`config.mk`:
```
export PLATFORM = sky130hd
export DESIGN_NAME = shift_seq_ctrl
export DESIGN_NICKNAME = d
export VERILOG_FILES = /design/src/rtl/shift_seq_ctrl_pkg.sv /design/src/rtl/shift_seq_ctrl_stage.sv /design/src/rtl/shift_seq_ctrl.sv
export SDC_FILE = /design/constraint.sdc
export NUM_CORES = 1
export LEC_CHECK = 0
export ABC_AREA = 1
export BUFFER_PORTS_ARGS = -buffer_cell sky130_fd_sc_hd__clkbuf_2
export CAP_MARGIN = 15
export CORE_UTILIZATION = 54
export CTS_CLUSTER_DIAMETER = 200
export CTS_CLUSTER_SIZE = 14
export DETAILED_ROUTE_END_ITERATION = 16
export PLACE_DENSITY = 0.88
export SYNTH_ARGS = -nofsm -noshare
export SYNTH_HDL_FRONTEND = slang
export SYNTH_SLANG_ARGS = --single-unit
```
`constraint.sdc`:
```
create_clock -name clk -period 2.3 [get_ports clk]
set_clock_uncertainty 0.2 [all_clocks]
set_input_delay 0.46 -clock clk [delete_from_list [all_inputs] [get_ports clk]]
set_output_delay 0.46 -clock clk [all_outputs]
set_load 0.02 [all_outputs]
```
`src/rtl/shift_seq_ctrl_pkg.sv`:
```
// ---------------------------------------------------------------------------
// shift_seq_ctrl_pkg
//   Shared types and constants for the sequenced 16-bit shift/rotate unit:
//   operation codes, controller state codes, datapath width and level count.
// ---------------------------------------------------------------------------
package shift_seq_ctrl_pkg;

   localparam int WIDTH  = 16;
   localparam int NLEVEL = 4;

   typedef enum logic [1:0] {
      OP_ROL = 2'b00,
      OP_SLL = 2'b01,
      OP_ROR = 2'b10,
      OP_SRL = 2'b11
   } op_e;

   typedef enum logic [1:0] {
      ST_IDLE  = 2'b00,
      ST_SHIFT = 2'b01,
      ST_DONE  = 2'b10
   } state_e;

endpackage

```
`src/rtl/shift_seq_ctrl_stage.sv`:
```
// ---------------------------------------------------------------------------
// shift_stage
//   One combinational shift/rotate level. The amount is 1, 2, 4 or 8 as
//   selected by lvl; op chooses rotate vs. zero-fill and the direction.
// Ports
//   din   [15:0]  operand
//   lvl   [1:0]   level index, amount = 1 << lvl
//   op    op_e    ROL / SLL / ROR / SRL
//   dout  [15:0]  result
// ---------------------------------------------------------------------------
module shift_stage
   import shift_seq_ctrl_pkg::*;
(
   input  logic [WIDTH-1:0] din,
   input  logic [1:0]       lvl,
   input  op_e              op,
   output logic [WIDTH-1:0] dout
);

   logic [4:0] amt_s;
   logic [4:0] inv_s;

   // amount and its complement; inv_s is the shift that brings the wrapped bits around
   always_comb begin
      amt_s = 5'd1 << lvl;
      inv_s = 5'd16 - amt_s;
   end

   // apply the selected operation for this level
   always_comb begin
      dout = din;
      case (op)
         OP_ROL:  dout = (din << amt_s) | (din >> inv_s);
         OP_SLL:  dout = din << amt_s;
         OP_ROR:  dout = (din >> amt_s) | (din << inv_s);
         OP_SRL:  dout = din >> amt_s;
         default: dout = din;
      endcase
   end

endmodule

```
`src/rtl/shift_seq_ctrl.sv`:
```
// ---------------------------------------------------------------------------
// shift_seq_ctrl
//   Sequencer for a multi-cycle 16-bit shift/rotate. A request is latched in
//   IDLE, then levels 1,2,4,8 are applied one per cycle through a single
//   shared stage (always four SHIFT cycles), and the result is offered with
//   a valid/ready handshake in DONE.
// Ports
//   clk, rst              clock, synchronous active-high reset
//   req_valid/req_ready   request handshake
//   req_data [15:0]       operand
//   req_cnt  [3:0]        shift amount 0..15
//   req_op   [1:0]        00 ROL, 01 SLL, 10 ROR, 11 SRL
//   resp_valid/resp_ready response handshake
//   resp_data [15:0]      result, stable while resp_valid is high
//   busy                  high while in SHIFT
// ---------------------------------------------------------------------------
module shift_seq_ctrl
   import shift_seq_ctrl_pkg::*;
(
   input  logic             clk,
   input  logic             rst,
   input  logic             req_valid,
   output logic             req_ready,
   input  logic [WIDTH-1:0] req_data,
   input  logic [3:0]       req_cnt,
   input  logic [1:0]       req_op,
   output logic             resp_valid,
   input  logic             resp_ready,
   output logic [WIDTH-1:0] resp_data,
   output logic             busy
);

   state_e           state_r;
   logic [1:0]       lvl_r;
   logic [WIDTH-1:0] acc_r;
   logic [3:0]       cnt_r;
   op_e              op_r;
   logic [WIDTH-1:0] stage_s;

   shift_stage u_stage (
      .din  (acc_r),
      .lvl  (lvl_r),
      .op   (op_r),
      .dout (stage_s)
   );

   // controller FSM with level counter, operand registers and registered outputs
   always_ff @(posedge clk) begin
      if (rst) begin
         state_r    <= ST_IDLE;
         lvl_r      <= 2'd0;
         acc_r      <= 16'h0000;
         cnt_r      <= 4'h0;
         op_r       <= OP_ROL;
         req_ready  <= 1'b1;
         resp_valid <= 1'b0;
         resp_data  <= 16'h0000;
         busy       <= 1'b0;
      end else begin
         case (state_r)
            ST_IDLE: begin
               if (req_valid) begin
                  acc_r     <= req_data;
                  cnt_r     <= req_cnt;
                  op_r      <= op_e'(req_op);
                  lvl_r     <= 2'd0;
                  state_r   <= ST_SHIFT;
                  req_ready <= 1'b0;
                  busy      <= 1'b1;
               end else begin
                  req_ready <= 1'b1;
                  busy      <= 1'b0;
               end
               resp_valid <= 1'b0;
            end
            ST_SHIFT: begin
               if (cnt_r[lvl_r]) begin
                  acc_r <= stage_s;
               end else begin
                  acc_r <= acc_r;
               end
               lvl_r <= lvl_r + 2'd1;
               if (lvl_r == 2'd3) begin
                  // the level-8 update lands in acc_r at this same edge, so
                  // the response must take the stage output directly
                  resp_data  <= cnt_r[3] ? stage_s : acc_r;
                  resp_valid <= 1'b1;
                  busy       <= 1'b0;
                  state_r    <= ST_DONE;
               end else begin
                  busy <= 1'b1;
               end
               req_ready <= 1'b0;
            end
            ST_DONE: begin
               // req_ready rises only after the response has been taken
               if (resp_ready) begin
                  resp_valid <= 1'b0;
                  req_ready  <= 1'b1;
                  state_r    <= ST_IDLE;
               end else begin
                  resp_valid <= 1'b1;
                  req_ready  <= 1'b0;
               end
               busy <= 1'b0;
            end
            default: begin
               state_r    <= ST_IDLE;
               lvl_r      <= 2'd0;
               req_ready  <= 1'b1;
               resp_valid <= 1'b0;
               busy       <= 1'b0;
            end
         endcase
      end
   end

endmodule

```
**Word level (Yosys, flattened, before mapping)**

Index checks and enable logic that the tools add are counted.

- Equal/unequal tests: 10
- Multiplexer cells: 22
- Div/mod/pow operators: 0
- Shift-type cells: 5
- Add/subtract/negate cells: 2
- Multiply operators: 0
- $lt $le $gt $ge: 1
- Reductions and logical operators: 8
- Bitwise logic cells: 3

Operators by type and width:

| operator | count |
|---|---|
| one-hot mux 16 bit (4 select lines) | 1 |
| 2-to-1 mux 16 bit | 3 |
| OR 16 bit | 2 |
| one-hot mux 16 bit (2 select lines) | 1 |
| left shift 16 x 5 -> 16 bit | 2 |
| >> shifter 16 x 5 -> 16 bit | 2 |
| one-hot mux 2 bit (3 select lines) | 2 |
| equality test 2 bit (second input constant) | 4 |
| 2-to-1 mux 2 bit | 4 |
| inequality test 2 bit (second input constant) | 4 |
| 2-to-1 mux 1 bit | 7 |
| AND reduction 2 bit | 3 |
| AND reduction 3 bit | 2 |
| left shift 1 x 2 -> 5 bit (first input constant) | 1 |
| subtractor 5 bit (first input constant) | 1 |
| equality test 2 x 1 -> 1 bit (second input constant) | 2 |
| zero test 2 bit | 2 |
| one-hot mux 1 bit (2 select lines) | 2 |
| less-than comparator 2 x 3 -> 1 bit (second input constant) | 1 |
| one-hot mux 1 bit (3 select lines) | 1 |
| adder 2 x 1 -> 2 bit (second input constant) | 1 |
| binary-select mux 1 bit (select 2 bit) | 1 |
| nonzero test 2 bit | 1 |
| NOT 1 bit | 1 |

- Bits in read-only memories: 0
- Bits in registers: 45
- Bits in latches: 0
- Output and inout bits: 19
- Word-level logic and storage cells: 60
- Input port bits: 26
- Memories: 0
- Memory bits (writable): 0

**Depth between registers and ports, before layout**

Gate-level depths: netlist (run 1).

- Word-level depth: 7
- Depth in mapped cells: 17
- Gate-level depth less buffers: 15

**Hierarchy**

From an unflattened synthesis (run 1), not the netlist that was laid out.

- Cells, all modules: 551
- Area total of the unflattened synthesis: 3,453.3 um2

By module, submodules not included:

| module | cells an instance | instances | area an instance (um2) |
|---|---|---|---|
| shift_seq_ctrl | 295 | 1 | 2,249.7 |
| shift_stage | 256 | 1 | 1,203.7 |

**Worst setup path after synthesis (run 1)**

No wires, ideal clock.

- Kind: reg2reg
- Start: reg lvl_r[0]
- End: reg resp_data[3]
- Stages on the path, launching flop included: 16
- Setup time: 134 ps
- Arrival: 2,137 ps
- Path slack: -171 ps
- Data required time: 1,966 ps
- Cells stage by stage: dfxtp_1 > inv_1 > ha_1 > buf_6 > inv_8 > buf_8 > ha_1 > inv_1 > buf_2 > nand3_1 > nand3_1 > nand2_1 > nand3_1 > nand2_1 > o21ai_0 > a21oi_1

- Longest elaborated chain between the ends: 6
- Elaborated cells between the ends (all ways): 12

RTL lines:

| item | line | source |
|---|---|---|
| start, declared | shift_seq_ctrl.sv:34 | `logic [1:0] lvl_r;` |
| start signal, assigned | shift_seq_ctrl.sv:82 | `lvl_r <= lvl_r + 2'd1;` |
| left shift 1 x 2 -> 5 bit | shift_seq_ctrl_stage.sv:25 | `amt_s = 5'd1 << lvl;` |
| subtractor 5 bit | shift_seq_ctrl_stage.sv:26 | `inv_s = 5'd16 - amt_s;` |
| left shift 16 x 5 -> 16 bit / >> shifter 16 x 5 -> 16 bit (equally long branches) | shift_seq_ctrl_stage.sv:35, shift_seq_ctrl_stage.sv:33 |  |
| OR 16 bit, on equally long branches | shift_seq_ctrl_stage.sv:35, shift_seq_ctrl_stage.sv:33 |  |
| one-hot mux 16 bit (4 select lines) | shift_seq_ctrl_stage.sv:32 | `case (op)` |
| 2-to-1 mux 16 bit | shift_seq_ctrl.sv:86 | `resp_data <= cnt_r[3] ? stage_s : acc_r;` |
| end signal, assigned | shift_seq_ctrl.sv:86 |  |
| end, declared | shift_seq_ctrl.sv:29 | `output logic [WIDTH-1:0] resp_data,` |

Several ways; a longest one is shown, not always the timed one.
A chain may end at the register's enable or synchronous reset.

**Final worst setup path (run 1)**

- Start: reg lvl_r[1]
- End: reg resp_data[14]

The elaborated chain is that of the path after synthesis.

==> results of run 1 <==
-- cell type report --
cell class	instances	area (sq um)	area share
multi-input cells	576	2840	0.580
flip-flops and latches	45	905	0.185
repair buffers	99	741	0.151
inverters	41	171	0.0350
well taps	99	124	0.0253
clock buffers	7	86.3	0.0176
clock inverters	1	30.0	0.00613
-- state kept, by name, summed over array words and instances, names as in the netlist --
register	cells
state_r	2
busy	1
resp_valid	1
op_r	2
lvl_r	2
req_ready	1
cnt_r	4
acc_r	16
resp_data	16
-- kinds of logic after synthesis --
family | after synthesis
AO/OA/AOI/OAI | 117
adder cells (fa/ha/maj) | 10
buffers and inverters | 88
flip-flops | 45
AND/OR/NAND/NOR | 449
-- worst max-delay path by stage --
stage          cells past startpoint  slack (ns)     start            end
2_1_floorplan                     15        0.05  lvl_r[1]   resp_data[3]
3_3_place_gp                      13       -0.05  lvl_r[1]  resp_data[14]
3_5_place_dp                      13       -0.10  lvl_r[1]  resp_data[14]
4_1_cts                           14        0.03  lvl_r[1]  resp_data[14]
5_1_grt                           14      -0.002  lvl_r[0]   resp_data[3]
6_report                          14        0.05  lvl_r[1]  resp_data[14]
-- layout by cell type, fill, tap and decap left out, types with 2 or more instances in the layout --
cell type | Yosys | final
a211oi_1 | 4 | 4
nand3_2 | 1 | 8
a21oi_4 | 1 | 2
clkbuf_8 | 0 | 6
a21oi_2 | 3 | 4
inv_4 | 2 | 4
and2_1 | 2 | 2
o21ai_2 | 0 | 2
a21oi_1 | 67 | 65
o21ai_0 | 33 | 29
clkbuf_2 | 0 | 44
nand2_1 | 236 | 235
o21ai_1 | 5 | 7
ha_1 | 10 | 6
buf_6 | 6 | 2
nand4_1 | 2 | 2
nor2_1 | 33 | 32
buf_12 | 0 | 8
dfxtp_1 | 45 | 44
inv_2 | 6 | 7
ha_4 | 0 | 4
nand2_4 | 2 | 3
nand2_2 | 6 | 6
inv_1 | 31 | 28
buf_4 | 6 | 45
nor2_2 | 2 | 2
nand3_1 | 165 | 158
-- through the flow --
step / area (sq um) / total power (uW)
after floorplan: 4080 / 2580
after global placement: 4650 / 3340
after global routing: 4900 / 4420
after detailed placement: 4650 / 3350
after CTS: 4780 / 3990
final: 4900 / 4170
-- timing repair --
item,CTS,global route
setup buffers,0,1
resized for setup,5,27
hold buffers,0,0
endpoints found under the hold margin,0,0
setup endpoints to repair,4,22
pin swaps,0,1
-- metal layers --
metal | share of wire | GRT usage
met2 | 0.44 | 0.645
met1 | 0.37 | 0.527
met4 | 0.068 | 0.254
met5 | 0 | 0
met3 | 0.12 | 0.0896
-- power breakdown --
part | switching [uW] | leakage (uW) | internal (uW)
Clock | 283 | 0.0000585 | 355
Sequential | 134 | 0.000370 | 874
Combinational | 1620 | 0.00188 | 906
Total | 2030 | 0.00231 | 2130
-- critical path: cells and delay by family, from the launching register on --
kind	cells	cell delay [ns]
AND/OR/NAND/NOR	7	0.66
adder cells (fa/ha/maj)	1	0.18
buffers and inverters	4	0.46
AO/OA/AOI/OAI	2	0.30
flip-flops	1	0.32
==> results.toml, run 1 <==
[synthesis]
yosys.area_share.simple = 0.478
synthesis.area_sq_um = 4060
synthMuxAreaShare = 0
synth_area_leaders = "dfxtp_1, nand2_1, nand3_1"
synthesis.nets = 745
synth_xor_area_frac = 0
synth_top_family_by_area = "simple AND/OR/NAND/NOR gates"
ys_seq_elements = 45
async_reset_ff_frac = 0
synth.most_common_cell = "nand2_1"
ys_types = 32
synthFlopType = "dfxtp_1"
synth_edf_count = 0
avgSynthCellArea_sq_um = 5.73
synthAdderAreaFrac = 0.0308
yosysWarnings = 0
synth.top_cell.area_share = 0.222
syn_inst = 709
ys_seq_area_frac = 0.222
yosysTopAreaCell = "dfxtp_1"
synthTopCellsByCount = "nand2_1, nand3_1, a21oi_1"
synth_compound_area_frac = 0.160

[clocking]
clock-root-buffer = "clkbuf_8"
cts_tree = "built"
cts_buffer_depth = 2
htreeDepth = 2
clk_latency_ns = 0.31
path_clk_slew_ns = 0.09
cts.sinks = 45
cts_buffers = 5

[die]
row_count = 31
die_w_um = 88.7
dieHeight_um = 88.7
initial_core_util = 0.560
io_pins = 45
core_sq_um = 7250
die_area_sq_um = 7870

[min_path]
holdPathEnd = "req_ready"
hold_start = "resp_ready"
hold_class = "in2reg"
whs_path_depth = 3

[critical_path]
path_cells = "inv_2, ha_4, inv_4, buf_12, nand2_1, nand2_4, inv_4, nand2_1, nand3_1, nand2_1, a21oi_4, nand3_2, nand2_1, a21oi_1"
ff2ff_path_depth = 14
start_kind = "register"
cp.required_ns = 2.29
worstReg2RegStart = "lvl_r[1]"
crit_type = "reg2reg"
crit_fanout = 11
critPathSlowestCell = "dfxtp_1"
endpoint_kind = "register"
reg2reg_slack_ns = 0.05
reg2reg_to = "resp_data[14]"
critPathMaxStageDelay_ns = 0.32
crit_top_cell = "nand2_1"
critical_path_arrival_ns = 2.24

[route]
ant_nets = 0
wl_per_cell_um = 18.3
drtIter0Drc = 556
drc = 0
vias_per_cell = 6.14
vias = 5328
routed_wl_um = 15900
drt-pass1-iter-count = 8

[finish]
drive_above_1_share = 0.200
antenna_cells = 0
final_core_util = 0.675
syn_to_final_growth_pct = 20.6
nets = 804
fill_cells = 654
finalNonFillerCells = 868

[grt]
grt_usage = 0.416
grt_max_degree = 33
grt_pass1_vias = 4816
grt_pass1_wl_um = 24400
overflow = 0
antenna_found_initial = 0

[run]
drv_cap = 0

[run_status]
outcome = "complete, no violations"

[timing]
setup_ws_ns = 0.0478
worst_pin_slew_ns = 0.519
max_slew_margin = 0.653
finalSetupTns_ns = 0
finalSetupViolations = 0
hold_viol = 0
drv_slew = 0
layout_min_cycle_time_ns = 2.25
fmax_ghz = 0.444
hold_slack_ns = 0.198
fin_crit_sh = 0.979
rsz0062_at_grt = "true"

[power]
p_leak_uw = 0.00231
p_per_area_nw_per_um2 = 851
peakVddDrop_v = 0.000476

[placed_design]
gp_congestion = 1.08
io_buffers = 44
hpwl_um = 11800
place_ws_ns = -0.105
dpl.cell_count = 859
Power figures use the tool's default switching activity.
==> inputs of run 2 (changes only) <==
Settings changed: PLACE_DENSITY 0.88 to 0.87.
==> results.toml, run 2 (synthesis gave the netlist of run 1 again) <==
[timing]
worst_pin_slew_ns = 0.691
max_slew_margin = 0.539
fmax_ghz = 0.451
hold_viol = 0
drv_slew = 0
layout_min_cycle_time_ns = 2.22
finalSetupViolations = 0
fin_crit_sh = 0.965

[critical_path]
reg2reg_to = "resp_data[14]"
endpoint_kind = "register"
reg2reg_slack_ns = 0.08
cp.required_ns = 2.29
worstSetupEndpoint = "resp_data[14]"
crit_start = "lvl_r[0]"
start_kind = "register"
crit_type = "reg2reg"
worstReg2RegStart = "lvl_r[0]"
crit_fanout = 4
ff2ff_path_depth = 14
critical_path_arrival_ns = 2.21

[grt]
antenna_found_initial = 0
grt_pass1_wl_um = 25000
grt_pass1_vias = 4894
grt_usage = 0.422
overflow = 0
grt_max_degree = 26

[finish]
fin_area_sq_um = 4750
final_cell_mix = "nand2_1, nand3_1, a21oi_1"
nets = 797
antenna_cells = 0
drive_above_1_share = 0.185
final_common_cell = "nand2_1"
reg_top3 = "acc_r (16), resp_data (16), cnt_r (4)"
syn_to_final_growth_pct = 16.9

[clocking]
cts_hold_buf = 0
clk_latency_ns = 0.30
clock-root-buffer = "clkbuf_8"
cts.sinks = 45
htreeDepth = 2
cts_buffer_depth = 2
cts_buffers = 5
cts_tree = "built"
path_clk_slew_ns = 0.08

[power]
switching_share = 0.496
peakVddDrop_v = 0.000553
clkPwrFrac = 0.145
power_switching_uw = 2000
p_leak_uw = 0.00224
p_seq_frac = 0.255
pwr-share-comb = 0.600
p_per_area_nw_per_um2 = 850
intPower_uw = 2030
p_total_uw = 4040

[placed_design]
gp_congestion = 1.01
hpwl_um = 11900
place_area_sq_um = 4500
io_buffers = 44

[die]
initial_core_util = 0.560
row_count = 31
die_area_sq_um = 7870
die_w_um = 88.7
dieHeight_um = 88.7
core_sq_um = 7250
io_pins = 45

[route]
drt-pass1-iter-count = 7
ant_nets = 0
drc = 0
vias = 5367
drtIter0Drc = 498
wl_per_cell_um = 18.5
routed_wl_um = 16000
vias_per_cell = 6.24

[run_status]
outcome = "complete, no violations"

[min_path]
hold_class = "in2reg"

[run]
drv_cap = 0
==> run 2: stage by stage <==
step	util	worst slack, ns	std cells	setup TNS [ns]	hold WS [ns]
after global routing	0.655	-0.000510	860	-0.000510	0.210
after floorplan	-	0.0518	709	0	0.249
final	0.655	0.0808	860	0	0.180
after detailed placement	0.620	-0.0452	849	-0.159	0.257
after global placement	0.620	0.00985	849	0	0.253
after CTS	0.636	-0.0140	856	-0.0286	0.186
==> run 2: how the worst min path moves through the flow <==
stage                        from            end  cells past startpoint
floorplan                cnt_r[0]       cnt_r[0]                      2
global placement    resp_data[15]  resp_data[15]                      2
detailed placement  resp_data[11]  resp_data[11]                      2
CTS                    resp_ready      req_ready                      3
global route           resp_ready      req_ready                      3
finish                 resp_ready      req_ready                      3
==> run 2: power by group through the flow <==
stage	clock network, uW	logic, uW	registers [uW]
2_1_floorplan	0	1610	971
3_3_place_gp	0	2200	1030
3_5_place_dp	0	2230	1030
4_1_cts	584	2240	1010
5_1_grt	609	2670	1030
6_report	585	2420	1030
==> run 2: repair_timing <==
item,in CTS,in global routing
endpoints found under the setup margin,8,32
pin swaps,0,2
setup buffers,0,4
gates resized for setup,2,27
==> run 2: per-layer routing <==
layer	track usage	share of wire	wire length, um	up-vias
li1	-	-	-	2454
met3	0.0821	0.11	1720	111
met4	0.255	0.076	1220	0
met1	0.526	0.38	6050	2439
met5	0	0	0	-
met2	0.675	0.44	6970	363
==> run 2: critical path, cell delays in order (launching register included) <==
cell and delay, ns:
dfxtp_4 0.39, inv_4 0.06, buf_4 0.15, ha_2 0.19
inv_2 0.11, nand2_1 0.08, nor2_2 0.10, nor2_2 0.05
buf_4 0.15, inv_2 0.08, nor2_1 0.05, a21oi_1 0.26
nand3_1 0.10, nand2_1 0.08, a21oi_1 0.06
==> run 2: cell type report <==
class                   instances  area (sq um)
repair buffers                 92           646
multi-input cells             576          2790
inverters                      41           176
clock buffers                   5          68.8
flip-flops and latches         45           906
well taps                      99           124
clock inverters                 2          35.0
fillers                       688          2500
